`config.mk`:
```
export PLATFORM = sky130hd
export DESIGN_NAME = alu_seq
export DESIGN_NICKNAME = d
export VERILOG_FILES = /design/src/rtl/alu_seq.sv
export SDC_FILE = /design/constraint.sdc
export NUM_CORES = 1
export LEC_CHECK = 0
export BUFFER_PORTS_ARGS = -buffer_cell sky130_fd_sc_hd__buf_2
export CAP_MARGIN = 20
export CORE_MARGIN = 4
export CORE_UTILIZATION = 45
export CTS_BUF_LIST = sky130_fd_sc_hd__clkbuf_2
export CTS_CLUSTER_SIZE = 40
export DETAILED_ROUTE_END_ITERATION = 8
export GPL_TIMING_DRIVEN = 0
export PLACE_DENSITY = 0.66
export RECOVER_POWER = 25
export SYNTH_ARGS = -nofsm -noshare
export SYNTH_HDL_FRONTEND = slang
export SYNTH_SLANG_ARGS = --single-unit
```
`constraint.sdc`:
```
create_clock -name iCLK -period 7.3 [get_ports iCLK]
set_input_delay 1.46 -clock iCLK [delete_from_list [all_inputs] [get_ports iCLK]]
set_output_delay 1.46 -clock iCLK [all_outputs]
set_load 0.02 [all_outputs]
```
`src/rtl/alu_seq.sv`:
```
// Handshaked ALU: single-cycle logic/arith ops, plus an iterative multiply/divide engine.
// Multiply/divide is built only when ALU_MULDIV_EN is defined; otherwise codes 8-D pass A.
module alu_seq #(
   parameter int WIDTH = 32
) (
   input  logic             iCLK,
   input  logic             iRST,
   input  logic             iValid,
   input  logic [3:0]       iControl,
   input  logic [WIDTH-1:0] iA,
   input  logic [WIDTH-1:0] iB,
   output logic             oReady,
   output logic             oValid,
   output logic [WIDTH-1:0] oResult,
   output logic             oBusy
);

`ifdef ALU_MULDIV_EN
   typedef enum logic [1:0] {S_IDLE, S_MUL, S_DIV, S_DONE} state_t;
`else
   typedef enum logic {S_IDLE, S_DONE} state_t;
`endif

   state_t           state_reg, state_next;
   logic [WIDTH-1:0] result_reg;
   logic [WIDTH-1:0] simple_result;
   logic             accept;

   assign accept = (state_reg == S_IDLE) && iValid;

   always_comb begin
      simple_result = iA;
      case (iControl)
         4'h0: simple_result = iA & iB;
         4'h1: simple_result = iA | iB;
         4'h2: simple_result = iA + iB;
         4'h3: simple_result = iA - iB;
         4'h4: begin
            simple_result    = '0;
            simple_result[0] = $signed(iA) < $signed(iB);
         end
         4'h5: simple_result = iB;
         4'h6: begin
            simple_result    = '0;
            simple_result[0] = iA < iB;
         end
         4'h7: simple_result = iA ^ iB;
         default: simple_result = iA;
      endcase
   end

`ifdef ALU_MULDIV_EN
   localparam int CW = $clog2(WIDTH);
   localparam logic [WIDTH-1:0] MOST_NEG = {1'b1, {(WIDTH-1){1'b0}}};

   logic [CW-1:0]    count_reg;
   logic [3:0]       op_reg;
   logic             neg_reg;
   logic [WIDTH-1:0] hi_reg, lo_reg, b_reg;
   logic             last_iter;

   logic             is_mul, is_div, is_quo, op_signed, a_neg, b_neg;
   logic             div_zero, div_ovf, div_special, neg_next;
   logic [WIDTH-1:0] a_mag, b_mag, special_result;

   // Accept-time decode: magnitudes, result sign and the divide corner cases
   always_comb begin
      is_mul      = (iControl == 4'h8) || (iControl == 4'h9);
      is_div      = (iControl >= 4'hA) && (iControl <= 4'hD);
      is_quo      = (iControl == 4'hA) || (iControl == 4'hB);
      op_signed   = is_mul || (iControl == 4'hA) || (iControl == 4'hC);
      a_neg       = op_signed && iA[WIDTH-1];
      b_neg       = op_signed && iB[WIDTH-1];
      a_mag       = a_neg ? -iA : iA;
      b_mag       = b_neg ? -iB : iB;
      neg_next    = (iControl == 4'hC) ? a_neg : (a_neg ^ b_neg);
      div_zero    = (iB == '0);
      div_ovf     = ((iControl == 4'hA) || (iControl == 4'hC)) && (iA == MOST_NEG) && (iB == '1);
      div_special = is_div && (div_zero || div_ovf);
      special_result = '0;
      if (div_zero)
         special_result = is_quo ? '1 : iA;
      else if (div_ovf)
         special_result = is_quo ? iA : '0;
   end

   assign last_iter = (count_reg == CW'(WIDTH - 1));

   // Shift-add multiply: hi_reg accumulates, lo_reg holds the multiplier shifting out
   logic [WIDTH:0]     mul_sum;
   logic [WIDTH-1:0]   mul_hi_next, mul_lo_next, mul_result;
   logic [2*WIDTH-1:0] mul_prod, mul_fix;

   always_comb begin
      mul_sum     = {1'b0, hi_reg} + (lo_reg[0] ? {1'b0, b_reg} : '0);
      mul_hi_next = mul_sum[WIDTH:1];
      mul_lo_next = {mul_sum[0], lo_reg[WIDTH-1:1]};
      mul_prod    = {mul_hi_next, mul_lo_next};
      mul_fix     = neg_reg ? -mul_prod : mul_prod;
      mul_result  = (op_reg == 4'h9) ? mul_fix[2*WIDTH-1:WIDTH] : mul_fix[WIDTH-1:0];
   end

   // Restoring divide: hi_reg is the partial remainder, lo_reg shifts dividend out / quotient in
   logic [WIDTH:0]   div_shift;
   logic             div_ge;
   logic [WIDTH-1:0] div_sub, div_rem_next, div_quo_next, div_result;

   always_comb begin
      div_shift    = {hi_reg, lo_reg[WIDTH-1]};
      div_ge       = div_shift >= {1'b0, b_reg};
      div_sub      = div_shift[WIDTH-1:0] - b_reg;
      div_rem_next = div_ge ? div_sub : div_shift[WIDTH-1:0];
      div_quo_next = {lo_reg[WIDTH-2:0], div_ge};
      if ((op_reg == 4'hA) || (op_reg == 4'hB))
         div_result = neg_reg ? -div_quo_next : div_quo_next;
      else
         div_result = neg_reg ? -div_rem_next : div_rem_next;
   end
`endif

   always_ff @(posedge iCLK) begin
      if (iRST)
         state_reg <= S_IDLE;
      else
         state_reg <= state_next;
   end

   always_comb begin
      state_next = state_reg;
      case (state_reg)
         S_IDLE: begin
            if (iValid) begin
`ifdef ALU_MULDIV_EN
               if (is_mul)
                  state_next = S_MUL;
               else if (is_div && !div_special)
                  state_next = S_DIV;
               else
                  state_next = S_DONE;
`else
               state_next = S_DONE;
`endif
            end
         end
`ifdef ALU_MULDIV_EN
         S_MUL: if (last_iter) state_next = S_DONE;
         S_DIV: if (last_iter) state_next = S_DONE;
`endif
         S_DONE: state_next = S_IDLE;
         default: state_next = S_IDLE;
      endcase
   end

   always_ff @(posedge iCLK) begin
      if (iRST) begin
         result_reg <= '0;
`ifdef ALU_MULDIV_EN
         count_reg  <= '0;
         op_reg     <= '0;
         neg_reg    <= 1'b0;
         hi_reg     <= '0;
         lo_reg     <= '0;
         b_reg      <= '0;
`endif
      end else if (accept) begin
`ifdef ALU_MULDIV_EN
         if (is_mul || (is_div && !div_special)) begin
            op_reg    <= iControl;
            neg_reg   <= neg_next;
            hi_reg    <= '0;
            lo_reg    <= a_mag;
            b_reg     <= b_mag;
            count_reg <= '0;
         end else if (is_div) begin
            result_reg <= special_result;
         end else begin
            result_reg <= simple_result;
         end
`else
         result_reg <= simple_result;
`endif
      end
`ifdef ALU_MULDIV_EN
      else if (state_reg == S_MUL) begin
         hi_reg    <= mul_hi_next;
         lo_reg    <= mul_lo_next;
         count_reg <= last_iter ? '0 : count_reg + CW'(1);
         if (last_iter) result_reg <= mul_result;
      end else if (state_reg == S_DIV) begin
         hi_reg    <= div_rem_next;
         lo_reg    <= div_quo_next;
         count_reg <= last_iter ? '0 : count_reg + CW'(1);
         if (last_iter) result_reg <= div_result;
      end
`endif
   end

   assign oReady  = (state_reg == S_IDLE);
   assign oValid  = (state_reg == S_DONE);
   assign oResult = result_reg;
`ifdef ALU_MULDIV_EN
   assign oBusy   = (state_reg == S_MUL) || (state_reg == S_DIV);
`else
   assign oBusy   = 1'b0;
`endif

endmodule

```
[After elaboration in Yosys (flattened, before gate mapping)]
Index checks and enable logic that the tools add are counted.
Operators by class
  add/sub/neg operators: 2
  $lt $le $gt $ge: 2
  equality and inequality tests: 7
  multiplexer cells: 3
  bitwise gates (word level): 4
  reduce and logical (&&, ||, !) cells: 2
Operators with widths (number)
  $pmux 32 s8: 1
  $lt 32x32->1: 2
  $add 32x32->32: 1
  $and 32x32->32: 1
  $or 32x32->32: 1
  $sub 32x32->32: 1
  $xor 32x32->32: 1
  $eq 4x3->1 const B: 4
  $eq 4x2->1 const B: 2
  $eq 4x1->1 const B: 1
  $logic_not 4->1: 1
  $pmux 1 s2: 1
  $logic_and 1x1->1: 1
  $mux 1: 1
  $not 1->1: 1
Storage, ports and cells
  bits in registers: 33
  input bits: 71
  output and inout port bits: 35
  logic and storage cells: 22

[Depth between registers and ports, before layout]
  depth in word-level cells: 2
  gate-level depth with buffers: 13
  gate-level depth less buffers: 13

[Worst setup path before layout]
Ideal clock, no wire load.
  kind: in2reg
  from: in iA[0]
  to: reg result_reg[26] (netlist: oResult[26])
  library setup time: 0.134 ns
  arrival: 3.983 ns
  required time: 7.166 ns
  setup slack: 3.183 ns
  stages: 13
  buffers on the path: 0
  cell sequence: inv_1 ha_1 fa_1 or2_2 a221oi_1 nor2_1 nor4_1 o211ai_1 a21oi_1 o21ai_0 or3_1 nand3_1 a211oi_1
On the way
  cells in the longest elaborated chain, start to end: 2
  elaborated cells on any way between the ends: 3
Ends and longest elaborated chain
  from (decl): line 10  | input logic [WIDTH-1:0] iA,
  $sub 32x32->32 / $add 32x32->32 (equally long branches): line 37, 36
  $pmux 32 s8 (*): line 33  | case (iControl)
  to (signal assigned): line 180  | result_reg <= simple_result;
  to (decl): line 25  | logic [WIDTH-1:0] result_reg;
Every way passes the cells marked *; elsewhere a longest branch is shown, timed or not.
A chain may end at the register's enable or synchronous reset.

[Worst setup path in the final report]
  from: in iA[0]
  to: reg result_reg[18] (netlist: oResult[18])
The elaborated chain is that of the path after synthesis.

==> key figures <==
Clock network
  – Cts repair resizes: 0
  – TritonCTS buffer count: 5
  – CTS sink count: 33
  – Reg clk slew, reported paths: 210 ps
  – Cts hold-fix bufs: 0
  – Clk buf depth: 2
  – H-tree depth: 2
  – Clk root buf: clkbuf_2
  – # Post-CTS Setup Buffers: 0
  – CTS tree: built
  – Worst-Skew Late Latency: 510 ps

Logic synthesis
  – Syn Nets: 1102
  – Fraction of registers with async set/reset: 0
  – Sequential-to-total area share from yosys stat: 0.1039
  – Synth warn: 0
  – Synth cell types: 61
  – Count of state elements after synthesis: 33
  – Post-synth EDFFs: 0
  – Syn Area/Cell: approximately 6.9 um^2
  – Synth Instances: 924
  – Synthesized cell area: 0.006357 mm^2
  – Main synth FF type: dfxtp_1

Run
  – Max_cap viols: 0

Drt
  – Average vias per placed instance: 6.331
  – DR pass1 iterations: 6
  – DR vias: 7698
  – DRT iter0 DRCs: 922
  – Antenna violation net count after detailed routing: 0
  – Total wire length: 26770 um
  – WL per Instance: 22.02 um
  – # DRC: 0

Timing
  – Setup Skew: 43.35 ps
  – Max Clock Freq: 229.5 MHz
  – Fin. max-slew vios: 0
  – Rel. slew slack: 0.3318
  – Worst hold slack: 470.4 ps
  – RSZ-0062 raised after global routing: no
  – Tmin final: 4357 ps
  – Setup_tns: 0 ps
  – Final Hold Viols: 0
  – Fin crit share: 0.5968
  – Setup-failing EPs final: 0
  – Slew @ Worst Pin: between 1000 and 1500 ps

Worst setup path
  – Reg2reg path depth: 6
  – Crit. Startpoint: iA[0]
  – Worst Path Required: 7640 ps
  – CP endpoint kind: flop
  – Startpoint Class: primary input
  – Crit Reg-Reg Startpoint: oValid
  – Critical path class: primary input to flop
  – CP Data Arrival Time: 4700 ps
  – Max FO, Critical Path: 4

Floorplanning
  – Die W: 126.9 um
  – # rows: 43
  – Die Area: roughly 0.016 mm^2
  – Chip height: 126.9 um
  – Core Footprint: 0.01388 mm^2
  – Initial core utilization: 0.4580
  – I/O pin count: 106

Final layout
  – Area delta synth->final: 12.81%
  – Post-route cell area: slightly above 0.007 mm^2
  – Layout cells sized above 1: 0.1092
  – Post-Layout Cell Count: around 1200
  – Nets: between 1000 and 1500

Hold path
  – HP Class: flop to flop
  – Hold Path Cell Cnt: 2
  – Worst min-delay path startpoint: oResult[18]

Global routing
  – Remaining Overflow, GRT: 0
  – Vias in the first global route: 7071
  – Met3 Usage GRT: 0.06611
  – Met2 usage: 0.4919
  – First-pass GRT wire length: 40200 um
  – Pin count of the biggest net entering global routing: 12
  – Met1 GRT Util: 0.4290
  – Initial antenna violation count: 1
  – Layer with the highest usage: met2
  – Gr usage total: 0.3217

Placement
  – DP Area: 0.007098 mm^2
  – Count of input and output buffers: 103
  – Inst Count DP: 1207
  – Post-DP HPWL: 19760 um
  – GP Congestion: 1.001

Power
  – LEAKAGE: 3.322 nW
  – Pwr Density: 121.5 mW/mm^2
  – Max VDD drop: 76.28 uV

Status
  – Status: completed
stage by stage:
stage	total power [mW]	utilization	setup slack, ps
4_1_cts	0.8605	0.5178	3033
5_1_grt	0.9238	0.5167	2677
2_1_floorplan	0.5197	-	3183
3_3_place_gp	0.6739	0.5114	2507
6_report	0.8712	0.5167	2943
3_5_place_dp	0.6737	0.5114	2481
logic make-up (layout without fill, tap and decap cells):
kind of cell             after synthesis  after routing  share of synthesized area
AO/OA/AOI/OAI                        336            336                     0.3602
XOR/XNOR                              17             17                    0.02342
adder cells (fa/ha/maj)              107            107                     0.2130
buffers and inverters                153            264                    0.09270
flip-flops                            33             33                     0.1039
multiplexers                           5              5                   0.007873
other                                  1              2                  0.0005899
AND/OR/NAND/NOR                      272            272                     0.1984
synthesized netlist by cell type (all sizes together) (7+ instances only):
library cell | instances | area (um^2)
a211oi | 16 | 125.1
a21o | 19 | 142.6
a21oi | 84 | 424.2
a221oi | 22 | 192.7
a22oi | 9 | 67.56
a311oi | 8 | 70.07
a31oi | 9 | 62.56
and3 | 7 | 43.79
buf | 14 | 67.56
clkbuf | 44 | 165.2
dfxtp | 33 | 660.6
ha | 105 | 1314
inv | 93 | 349.1
nand2 | 63 | 236.5
nand2b | 10 | 62.56
nand3 | 24 | 120.1
nor2 | 92 | 345.3
nor3 | 34 | 170.2
nor4 | 9 | 56.30
o211ai | 11 | 82.58
o21ai | 61 | 305.3
o21bai | 15 | 112.6
o221ai | 8 | 70.07
o22ai | 7 | 43.79
o31a | 7 | 61.31
o31ai | 13 | 97.59
or4 | 10 | 75.07
xnor2 | 12 | 105.1
cells in the final DEF, fill, tap and decap left out, types with 11 or more instances in the layout:
cell and count:
ha_1 105, buf_2 97, inv_1 93, nor2_1 92, a21oi_1 83, nand2_1 63, o21ai_0 60, clkbuf_1 59
nor3_1 34, dfxtp_1 33, nand3_1 24, a221oi_1 22, a21o_1 19, o21bai_1 15, a211oi_1 15, o31ai_1 13
xnor2_1 12, o211ai_1 11
worst max-delay path, stage by stage:
cell	delay, ps
buf_2	90
inv_1	60
ha_1	230
fa_1	430
or2_2	340
a221oi_1	370
nor2_1	200
nor4_1	460
o21ai_0	190
o21bai_1	160
a21oi_1	90
and3_1	230
o31ai_1	270
a21oi_1	110
state kept, by name, indices dropped and copies added, names as in the netlist:
| name | flops |
|---|---|
| oResult | 32 |
| oValid | 1 |
where the power goes:
part           switching, mW  internal (mW)
clock network         0.0956         0.0914
registers            0.00779          0.195
logic                  0.316          0.165
total                  0.419          0.452
final timing paths:
path | end | slack, ps
setup reg to reg | oResult[13] | 3810
hold reg to reg | oResult[18] | 470
setup / recovery | oResult[18] | 2940
hold / removal | oResult[18] | 470
cell type report:
class / count / area, um^2
Sequential cell: 33 / 660.6
Antenna cell: 1 / 2.502
Inverter: 95 / 356.6
Clock buffer: 5 / 25.02
Clock inverter: 3 / 65.06
Timing Repair Buffer: 103 / 496.7
Fill cell: 1486 / 6709
Tap cell: 180 / 225.2
Multi-Input combinational cell: 738 / 5107
Buffer: 58 / 232.7
per-layer routing:
layer  vias to the layer above  routed length (um)
met1                      3539               11100
met4                         0                1336
met3                        93                2876
met2                       475               11460
met5                         -                   0
li1                       3591                   -
Power figures use the tool's default switching activity.
